[config.mk]
export PLATFORM = sky130hd
export DESIGN_NAME = bp_be_ptw_miss_arb
export DESIGN_NICKNAME = d
export VERILOG_FILES = /design/src/rtl/bp_be_ptw_miss_arb.sv
export SDC_FILE = /design/constraint.sdc
export NUM_CORES = 1
export LEC_CHECK = 0
export ABC_AREA = 1
export BUFFER_PORTS_ARGS = -buffer_cell sky130_fd_sc_hd__buf_2
export CORE_ASPECT_RATIO = 2
export CORE_MARGIN = 5
export CORE_UTILIZATION = 40
export DETAILED_ROUTE_END_ITERATION = 8
export PLACE_DENSITY = 0.67
export SLEW_MARGIN = 15
export SYNTH_ARGS = -nofsm -noshare
export SYNTH_HDL_FRONTEND = slang
export SYNTH_SLANG_ARGS = --single-unit
[constraint.sdc]
create_clock -name clk_i -period 2.15 [get_ports clk_i]
set_input_delay 0.215 -clock clk_i [delete_from_list [all_inputs] [get_ports clk_i]]
set_output_delay 0.215 -clock clk_i [all_outputs]
set_load 0.005 [all_outputs]
[src/rtl/bp_be_ptw_miss_arb.sv]
// Miss arbiter in front of the page-table walker: buffers one ITLB and one DTLB miss,
// issues one packet per walk, and reports completion, fault or watchdog expiry per source.
module bp_be_ptw_miss_arb #(
    parameter int vaddr_width_p    = 39,
    parameter int timeout_cycles_p = 1024
) (
    input  logic                     clk_i,
    input  logic                     reset_n_i,

    input  logic                     itlb_miss_v_i,
    input  logic [vaddr_width_p-1:0] itlb_miss_vaddr_i,
    output logic                     itlb_miss_ready_o,

    input  logic                     dtlb_miss_v_i,
    input  logic                     dtlb_miss_store_i,
    input  logic [vaddr_width_p-1:0] dtlb_miss_vaddr_i,
    input  logic [vaddr_width_p-1:0] dtlb_miss_pc_i,
    output logic                     dtlb_miss_ready_o,

    input  logic                     flush_i,
    input  logic                     ptw_busy_i,

    output logic                     ptw_instr_miss_v_o,
    output logic                     ptw_load_miss_v_o,
    output logic                     ptw_store_miss_v_o,
    output logic [vaddr_width_p-1:0] ptw_vaddr_o,
    output logic [vaddr_width_p-1:0] ptw_pc_o,

    input  logic                     ptw_itlb_fill_v_i,
    input  logic                     ptw_dtlb_fill_v_i,
    input  logic                     ptw_instr_page_fault_v_i,
    input  logic                     ptw_load_page_fault_v_i,
    input  logic                     ptw_store_page_fault_v_i,

    output logic                     instr_done_o,
    output logic                     data_done_o,
    output logic                     done_fault_o,
    output logic                     timeout_o
);

    localparam int CntW = $clog2(timeout_cycles_p);
    localparam logic [CntW-1:0] CntMax = CntW'(timeout_cycles_p - 1);

    typedef enum logic [1:0] {
        eIdle  = 2'd0,
        eIssue = 2'd1,
        eWalk  = 2'd2
    } state_e;

    state_e                   r_state;
    logic                     r_islot_v;
    logic [vaddr_width_p-1:0] r_islot_vaddr;
    logic                     r_dslot_v;
    logic                     r_dslot_store;
    logic [vaddr_width_p-1:0] r_dslot_vaddr;
    logic [vaddr_width_p-1:0] r_dslot_pc;
    logic                     r_grant_d;
    logic                     r_last_d;
    logic                     r_squash;
    logic [CntW-1:0]          r_wdog;

    logic w_iready, w_dready;
    logic w_issue, w_walk;
    logic w_iflight, w_dflight;
    logic w_cmpl, w_fault, w_tmo_hit, w_end, w_quiet, w_done;
    logic w_pick_d;

    assign w_iready = reset_n_i & ~r_islot_v & ~flush_i;
    assign w_dready = reset_n_i & ~r_dslot_v & ~flush_i;
    assign itlb_miss_ready_o = w_iready;
    assign dtlb_miss_ready_o = w_dready;

    assign w_issue   = (r_state == eIssue);
    assign w_walk    = (r_state == eWalk);
    assign w_iflight = (r_state != eIdle) & ~r_grant_d;
    assign w_dflight = (r_state != eIdle) &  r_grant_d;

    // Only strobes belonging to the granted source end the walk.
    assign w_cmpl = w_walk & (r_grant_d
                    ? (ptw_dtlb_fill_v_i | ptw_load_page_fault_v_i | ptw_store_page_fault_v_i)
                    : (ptw_itlb_fill_v_i | ptw_instr_page_fault_v_i));
    assign w_fault = r_grant_d ? (ptw_load_page_fault_v_i | ptw_store_page_fault_v_i)
                               : ptw_instr_page_fault_v_i;
    assign w_tmo_hit = w_walk & ~w_cmpl & (r_wdog == CntMax);
    assign w_end     = w_cmpl | w_tmo_hit;

    // A squashed walk, or one ending under flush/reset, retires without any pulse.
    assign w_quiet = r_squash | flush_i | ~reset_n_i;
    assign w_done  = w_cmpl & ~w_quiet;

    assign instr_done_o = w_done & ~r_grant_d;
    assign data_done_o  = w_done &  r_grant_d;
    assign done_fault_o = w_done & w_fault;
    assign timeout_o    = w_tmo_hit & ~w_quiet;

    assign w_pick_d = r_dslot_v & (~r_islot_v | ~r_last_d);

    assign ptw_instr_miss_v_o = w_issue & ~r_grant_d;
    assign ptw_load_miss_v_o  = w_issue &  r_grant_d & ~r_dslot_store;
    assign ptw_store_miss_v_o = w_issue &  r_grant_d &  r_dslot_store;
    assign ptw_vaddr_o = w_issue ? (r_grant_d ? r_dslot_vaddr : r_islot_vaddr) : '0;
    assign ptw_pc_o    = w_issue ? (r_grant_d ? r_dslot_pc    : r_islot_vaddr) : '0;

    always_ff @(posedge clk_i) begin
        if (!reset_n_i) begin
            r_state       <= eIdle;
            r_islot_v     <= 1'b0;
            r_islot_vaddr <= '0;
            r_dslot_v     <= 1'b0;
            r_dslot_store <= 1'b0;
            r_dslot_vaddr <= '0;
            r_dslot_pc    <= '0;
            r_grant_d     <= 1'b0;
            r_last_d      <= 1'b0;
            r_squash      <= 1'b0;
            r_wdog        <= '0;
        end else begin
            if ((w_end & ~r_grant_d) | (flush_i & ~w_iflight)) begin
                r_islot_v <= 1'b0;
            end else if (itlb_miss_v_i & w_iready) begin
                r_islot_v     <= 1'b1;
                r_islot_vaddr <= itlb_miss_vaddr_i;
            end

            if ((w_end & r_grant_d) | (flush_i & ~w_dflight)) begin
                r_dslot_v <= 1'b0;
            end else if (dtlb_miss_v_i & w_dready) begin
                r_dslot_v     <= 1'b1;
                r_dslot_store <= dtlb_miss_store_i;
                r_dslot_vaddr <= dtlb_miss_vaddr_i;
                r_dslot_pc    <= dtlb_miss_pc_i;
            end

            case (r_state)
                eIdle: begin
                    r_squash <= 1'b0;
                    // Slots being flushed this cycle must not be granted.
                    if (~ptw_busy_i & (r_islot_v | r_dslot_v) & ~flush_i) begin
                        r_grant_d <= w_pick_d;
                        r_last_d  <= w_pick_d;
                        r_state   <= eIssue;
                    end
                end
                eIssue: begin
                    r_wdog  <= '0;
                    r_state <= eWalk;
                    if (flush_i) r_squash <= 1'b1;
                end
                eWalk: begin
                    if (w_end) begin
                        r_state  <= eIdle;
                        r_squash <= 1'b0;
                    end else begin
                        if (flush_i) r_squash <= 1'b1;
                        if (r_wdog != CntMax) r_wdog <= r_wdog + CntW'(1);
                    end
                end
                default: r_state <= eIdle;
            endcase
        end
    end

endmodule
==> flow_summary.yaml, run 1 <==
outcome:
  outcome: "completed"
sta:
  finalSetupTns_ns: 0
  max_freq_ghz: 0.486
  skew_ns: 0.0138
  hold_violations: 0
  worst_slack_ns: 0.0939
  slew_violations: 0
  fin_crit_sh_pct: 95.6
  layout_min_cycle_time_ns: 2.06
  tightest_slew_ns: 0.929
  setup_viol: 0
  slew_headroom_pct: 38.1
  timing.hold.ws_ns: 0.116
  rsz0062_at_grt: "true"
place:
  port_buffers: 215
  post-place-ws_ns: 0.188
  place_inst: 1675
  hpwl_um: 17100
  placed_cell_area_mm2: 0.00905
  gp_congestion: 0.891
yosys:
  yosys.area.top_type: "dfxtp_1"
  synth_flop_cell: "dfxtp_1"
  syn_avg_cell_area_um2: 6.06
  yosys_warnings: 0
  ys_ff_latch: 134
  synth.cell_area_mm2: 0.00765
  synthCells: 1262
  synth_top_area_share_pct: 35.1
  yosysSeqAreaShare_pct: 35.1
  yosysUniqueCellTypes: 31
  yosys-top-cells-count: "inv_1, nand2_1, nor2_1"
  async_reset_ff_share_pct: 0
  synthTopCellsByArea: "dfxtp_1, inv_1, nand2_1"
  syn-num-nets: 1396
  synth_edf_count: 0
  yosysMostFrequentCell: "inv_1"
grt:
  top_usage_layer: "met2"
  antenna_found_initial: 0
  grt_pass1_wl_um: 38400
  grtUsageMet2_pct: 40.5
  grt_max_degree: 85
  globalRouteMet1Util_pct: 23.6
  grt_pass1_vias: 7884
  gr-total-overflow: 0
  grtUsageMet3_pct: 3.83
  grtUsageTotal_pct: 22.0
clock_network:
  numCtsBuffers: 17
  insertion_delay_ns: 0.42
  cts-root-to-sink-buffers: 2
  cts_tree: "yes"
  clkTransAtPathRegs_ns: 0.06
  htreeDepth: 4
  cts.sinks: 134
  cts-root-buf: "clkbuf_16"
  holdBufCountCts: 0
floorplanning:
  die_area_mm2: 0.0222
  die_h_um: 206
  ios: 216
  rows: 71
  die_w_um: 108
  core_area_mm2: 0.0188
  start_util_pct: 40.6
worst_setup_path:
  end_kind: "primary output"
  path_max_fanout: 44
  crit_buf_inv: 3
  cp.required_ns: 1.93
  worstPathArrival_ns: 1.84
  reg2reg_from: "r_wdog[0]"
  crit_family: "buffers and inverters"
  critPathSlowestCell: "dfxtp_2"
  startpoint_type: "flop"
  cp_slowest_stage_delay_ns: 0.34
  critPathKind: "reg2out"
  startpoint: "r_state[1]"
  crit_chain: "inv_1, ha_4, nand2_2, buf_12, o22ai_1, buf_2"
detailed_routing:
  drt_wl_total_um: 25100
  route.detailed.drc: 0
  wire_per_inst_um: 14.6
  drt_iter0_markers: 476
  postRouteAntennaNets: 0
  vias_per_cell: 4.79
  via_count: 8215
  drtPass1Iterations: 5
power_and_ir_drop:
  vdd_drop_max_mv: 0.526
  total_power_mw: 7.10
  p_leak_nw: 5.35
  pwr_density_cell_mw_per_mm2: 714
final_layout:
  design_area_mm2: 0.00994
  utilization_pct: 52.8
  drive_above_1_share_pct: 22.3
  finalNetCount: 1580
  synthToLayoutAreaGrowth_pct: 30.0
  layout.cells.non_filler: 1714
  antenna_cells: 0
run:
  drv_cap: 0
worst_hold_path:
  hp-class: "in2reg"
  hold_start: "dtlb_miss_vaddr_i[35]"
final timing paths:
| check | endpoint | depth (start not counted) | slack, ns |
|---|---|---|---|
| max | ptw_pc_o[11] | 6 | 0.09 |
| max reg2reg | r_dslot_vaddr[27] | 11 | 0.19 |
| min reg2reg | r_wdog[6] | 2 | 0.50 |
| min | r_dslot_vaddr[35] | 5 | 0.12 |
power breakdown:
| group | internal (mW) | switching (mW) | total (mW) |
|---|---|---|---|
| clock | 2.00 | 1.11 | 3.11 |
| combinational | 0.507 | 0.843 | 1.35 |
| sequential | 2.59 | 0.0414 | 2.64 |
| total | 5.10 | 1.99 | 7.10 |
cell type report:
class / instances / area [µm²]
Timing Repair Buffer: 247 / 1480
Fill cell: 1989 / 8890
Inverter: 369 / 1390
Clock buffer: 20 / 457
Multi-Input combinational cell: 677 / 3440
Tap cell: 255 / 319
Clock inverter: 12 / 176
Sequential cell: 134 / 2690
what timing repair did:
action                     CTS  global route
cloned                       0             2
setup buffers                0             5
setup endpoints to repair    9            99
gates resized for setup      9            24
pin swaps                    0             3
sequential cells by signal, indices dropped and copies added, names as in the netlist:
signal	count
r_wdog	10
r_dslot_pc	39
r_last_d	1
r_state	2
r_dslot_vaddr	39
r_islot_v	1
r_squash	1
r_islot_vaddr	39
r_dslot_store	1
r_dslot_v	1
placed cells by master (no fill, tap or decap), types with 3 or more instances in the layout:
master,count
a21oi_1,13
buf_12,10
buf_2,214
buf_4,21
bufinv_16,4
clkbuf_16,19
clkinv_2,3
clkinv_4,3
dfxtp_1,132
ha_1,3
inv_1,360
inv_2,8
nand2_1,281
nand3_1,8
nand4_1,122
nor2_1,143
o22ai_1,57
o22ai_2,21
xor2_1,6
metal layers:
| layer | routed length [µm] | vias up |
|---|---|---|
| met3 | 1260 | 56 |
| met5 | 0 | - |
| li1 | - | 4184 |
| met2 | 13500 | 268 |
| met1 | 9280 | 3707 |
| met4 | 1050 | 0 |
worst register-to-register path, delay by kind of cell, from the launching register on:
family | cells | cell delay [ns]
flip-flops | 1 | 0.41
buffers and inverters | 2 | 0.30
AND/OR/NAND/NOR | 8 | 0.96
adder cells (fa/ha/maj) | 1 | 0.19
cells by family (layout without fill, tap and decap cells):
group / Yosys count / after routing / synth area share, %
AO/OA/AOI/OAI: 100 / 100 / 8.13
XOR/XNOR: 6 / 6 / 0.687
adder cells (fa/ha/maj): 5 / 5 / 0.818
buffers and inverters: 451 / 648 / 22.7
flip-flops: 134 / 134 / 35.1
AND/OR/NAND/NOR: 566 / 566 / 32.6
No activity file was read; power rests on OpenSTA's default activity.
==> run 2, diff against run 1 <==
--- a/config.mk
+++ b/config.mk
@@ -6,12 +6,12 @@
 export NUM_CORES = 1
 export LEC_CHECK = 0
 export ABC_AREA = 1
-export BUFFER_PORTS_ARGS = -buffer_cell sky130_fd_sc_hd__buf_2
 export CORE_ASPECT_RATIO = 2
 export CORE_MARGIN = 5
 export CORE_UTILIZATION = 40
 export DETAILED_ROUTE_END_ITERATION = 8
-export PLACE_DENSITY = 0.67
+export DONT_BUFFER_PORTS = 1
+export PLACE_DENSITY = 0.57
 export SLEW_MARGIN = 15
 export SYNTH_ARGS = -nofsm -noshare
 export SYNTH_HDL_FRONTEND = slang
==> run 2 against run 1 <==
Compared with the run above:
- the run now ends with negative hold slack left
- critical path depth decreased by 1
- setup slack got worse by 0.024 ns
- clock-buffer cell count increased by 1
- clock skew increased by 0.0011 ns
- highest routed layer unchanged
- register-to-register slack improved by 0.09 ns
- sequential share of layout area increased by 2.3 points
==> flow_summary.yaml, run 2 (synthesis results as in run 1) <==
outcome:
  failed_checks: "negative hold slack"
  outcome: "finished, violations left"
final_layout:
  finalNetCount: 1363
  antenna_cells: 0
  layout_common_cells: "inv_1, nand2_1, nor2_1"
  final_common_cell: "inv_1"
  top_regs: "r_dslot_pc (39), r_dslot_vaddr (39), r_islot_vaddr (39)"
  utilization_pct: 48.6
  synthToLayoutAreaGrowth_pct: 19.7
  drive_above_1_share_pct: 12.4
  design_area_mm2: 0.00916
detailed_routing:
  drtPass1Iterations: 6
  route.detailed.drc: 0
  vias_per_cell: 5.03
  wire_per_inst_um: 17.3
  drt_wl_total_um: 25800
  via_count: 7521
  drt_iter0_markers: 419
  postRouteAntennaNets: 0
worst_setup_path:
  cp.required_ns: 1.93
  crit_chain: "inv_1, ha_1, nand2_2, clkbuf_16, o22ai_2"
  ff2ff_setup_slack_ns: 0.28
  cp_slowest_stage_delay_ns: 0.41
  path_max_fanout: 40
  critPathKind: "reg2out"
  worstPathArrival_ns: 1.87
  critPathSlowestCell: "dfxtp_1"
  crit_family: "buffers and inverters"
  startpoint_type: "flop"
  end_kind: "primary output"
  crit_buf_inv: 2
grt:
  grtUsageTotal_pct: 21.5
  grt_pass1_vias: 6894
  grt_max_degree: 124
  antenna_found_initial: 0
  gr-total-overflow: 0
  grt_pass1_wl_um: 36900
power_and_ir_drop:
  p_leak_nw: 4.37
  total_power_mw: 6.95
  pwr_density_cell_mw_per_mm2: 759
  vdd_drop_max_mv: 0.499
sta:
  tightest_slew_ns: 0.568
  skew_ns: 0.0149
  hold_violations: 114
  fin_crit_sh_pct: 96.8
  setup_viol: 0
  timing.hold.ws_ns: -0.0716
  slew_violations: 0
  worst_slack_ns: 0.0697
  layout_min_cycle_time_ns: 2.08
  max_freq_ghz: 0.481
  slew_headroom_pct: 62.0
clock_network:
  holdBufCountCts: 1
  cts-root-buf: "clkbuf_16"
  clkTransAtPathRegs_ns: 0.06
  cts_tree: "yes"
  htreeDepth: 4
  cts-root-to-sink-buffers: 2
  insertion_delay_ns: 0.42
  cts.sinks: 134
  numCtsBuffers: 17
  post_cts_buffers: 0
place:
  port_buffers: 0
  placed_cell_area_mm2: 0.00793
  post-place-ws_ns: 0.271
  hpwl_um: 15900
  gp_congestion: 0.871
floorplanning:
  rows: 71
  die_h_um: 206
  start_util_pct: 40.6
  die_w_um: 108
  core_area_mm2: 0.0188
  die_area_mm2: 0.0222
  ios: 216
worst_hold_path:
  hp-class: "in2reg"
run:
  drv_cap: 0
## run 2: repair_timing
item | in CTS | in global routing
gates cloned | 0 | 6
hold endpoints to repair | 121 | 119
pin swaps | 0 | 0
setup endpoints to repair | 26 | 80
resized for setup | 6 | 79
## run 2: path summary, 6_finish.rpt
kind / startpoint / to / cells past startpoint
max: r_state[1] / ptw_pc_o[29] / 5
min: reset_n_i / r_dslot_vaddr[2] / 2
max reg2reg: r_wdog[1] / r_dslot_vaddr[32] / 11
min reg2reg: r_wdog[7] / r_wdog[7] / 2
## run 2: layout make-up
class,instances,area (µm²)
Clock buffer,21,470
Multi-Input combinational cell,677,3750
Fill cell,2009,9680
Tap cell,255,319
Sequential cell,134,2680
Inverter,369,1390
Timing Repair Buffer,30,415
Clock inverter,10,128
## run 2: layer usage
layer	global-route usage [%]	vias to the layer above	wire (µm)
met3	3.96	48	1070
met5	0	-	0
li1	-	3746	-
met2	40.9	204	14300
met4	7.63	0	683
met1	23.2	3523	9760
## run 2: power by group
| part | switching (mW) | internal (mW) | leakage [nW] | total [mW] |
|---|---|---|---|---|
| Clock | 1.10 | 1.90 | 0.298 | 3.00 |
| Sequential | 0.0373 | 2.59 | 1.09 | 2.63 |
| Combinational | 0.864 | 0.457 | 2.98 | 1.32 |
## run 2: through the flow
stage	cells	TNS, ns	hold slack (ns)
detailed placement	1458	0	0.354
floorplan	1262	0	0.442
global placement	1458	0	0.356
CTS	1490	-0.554	-0.0910
global route	1496	-0.00435	-0.0878
finish	1496	0	-0.0716
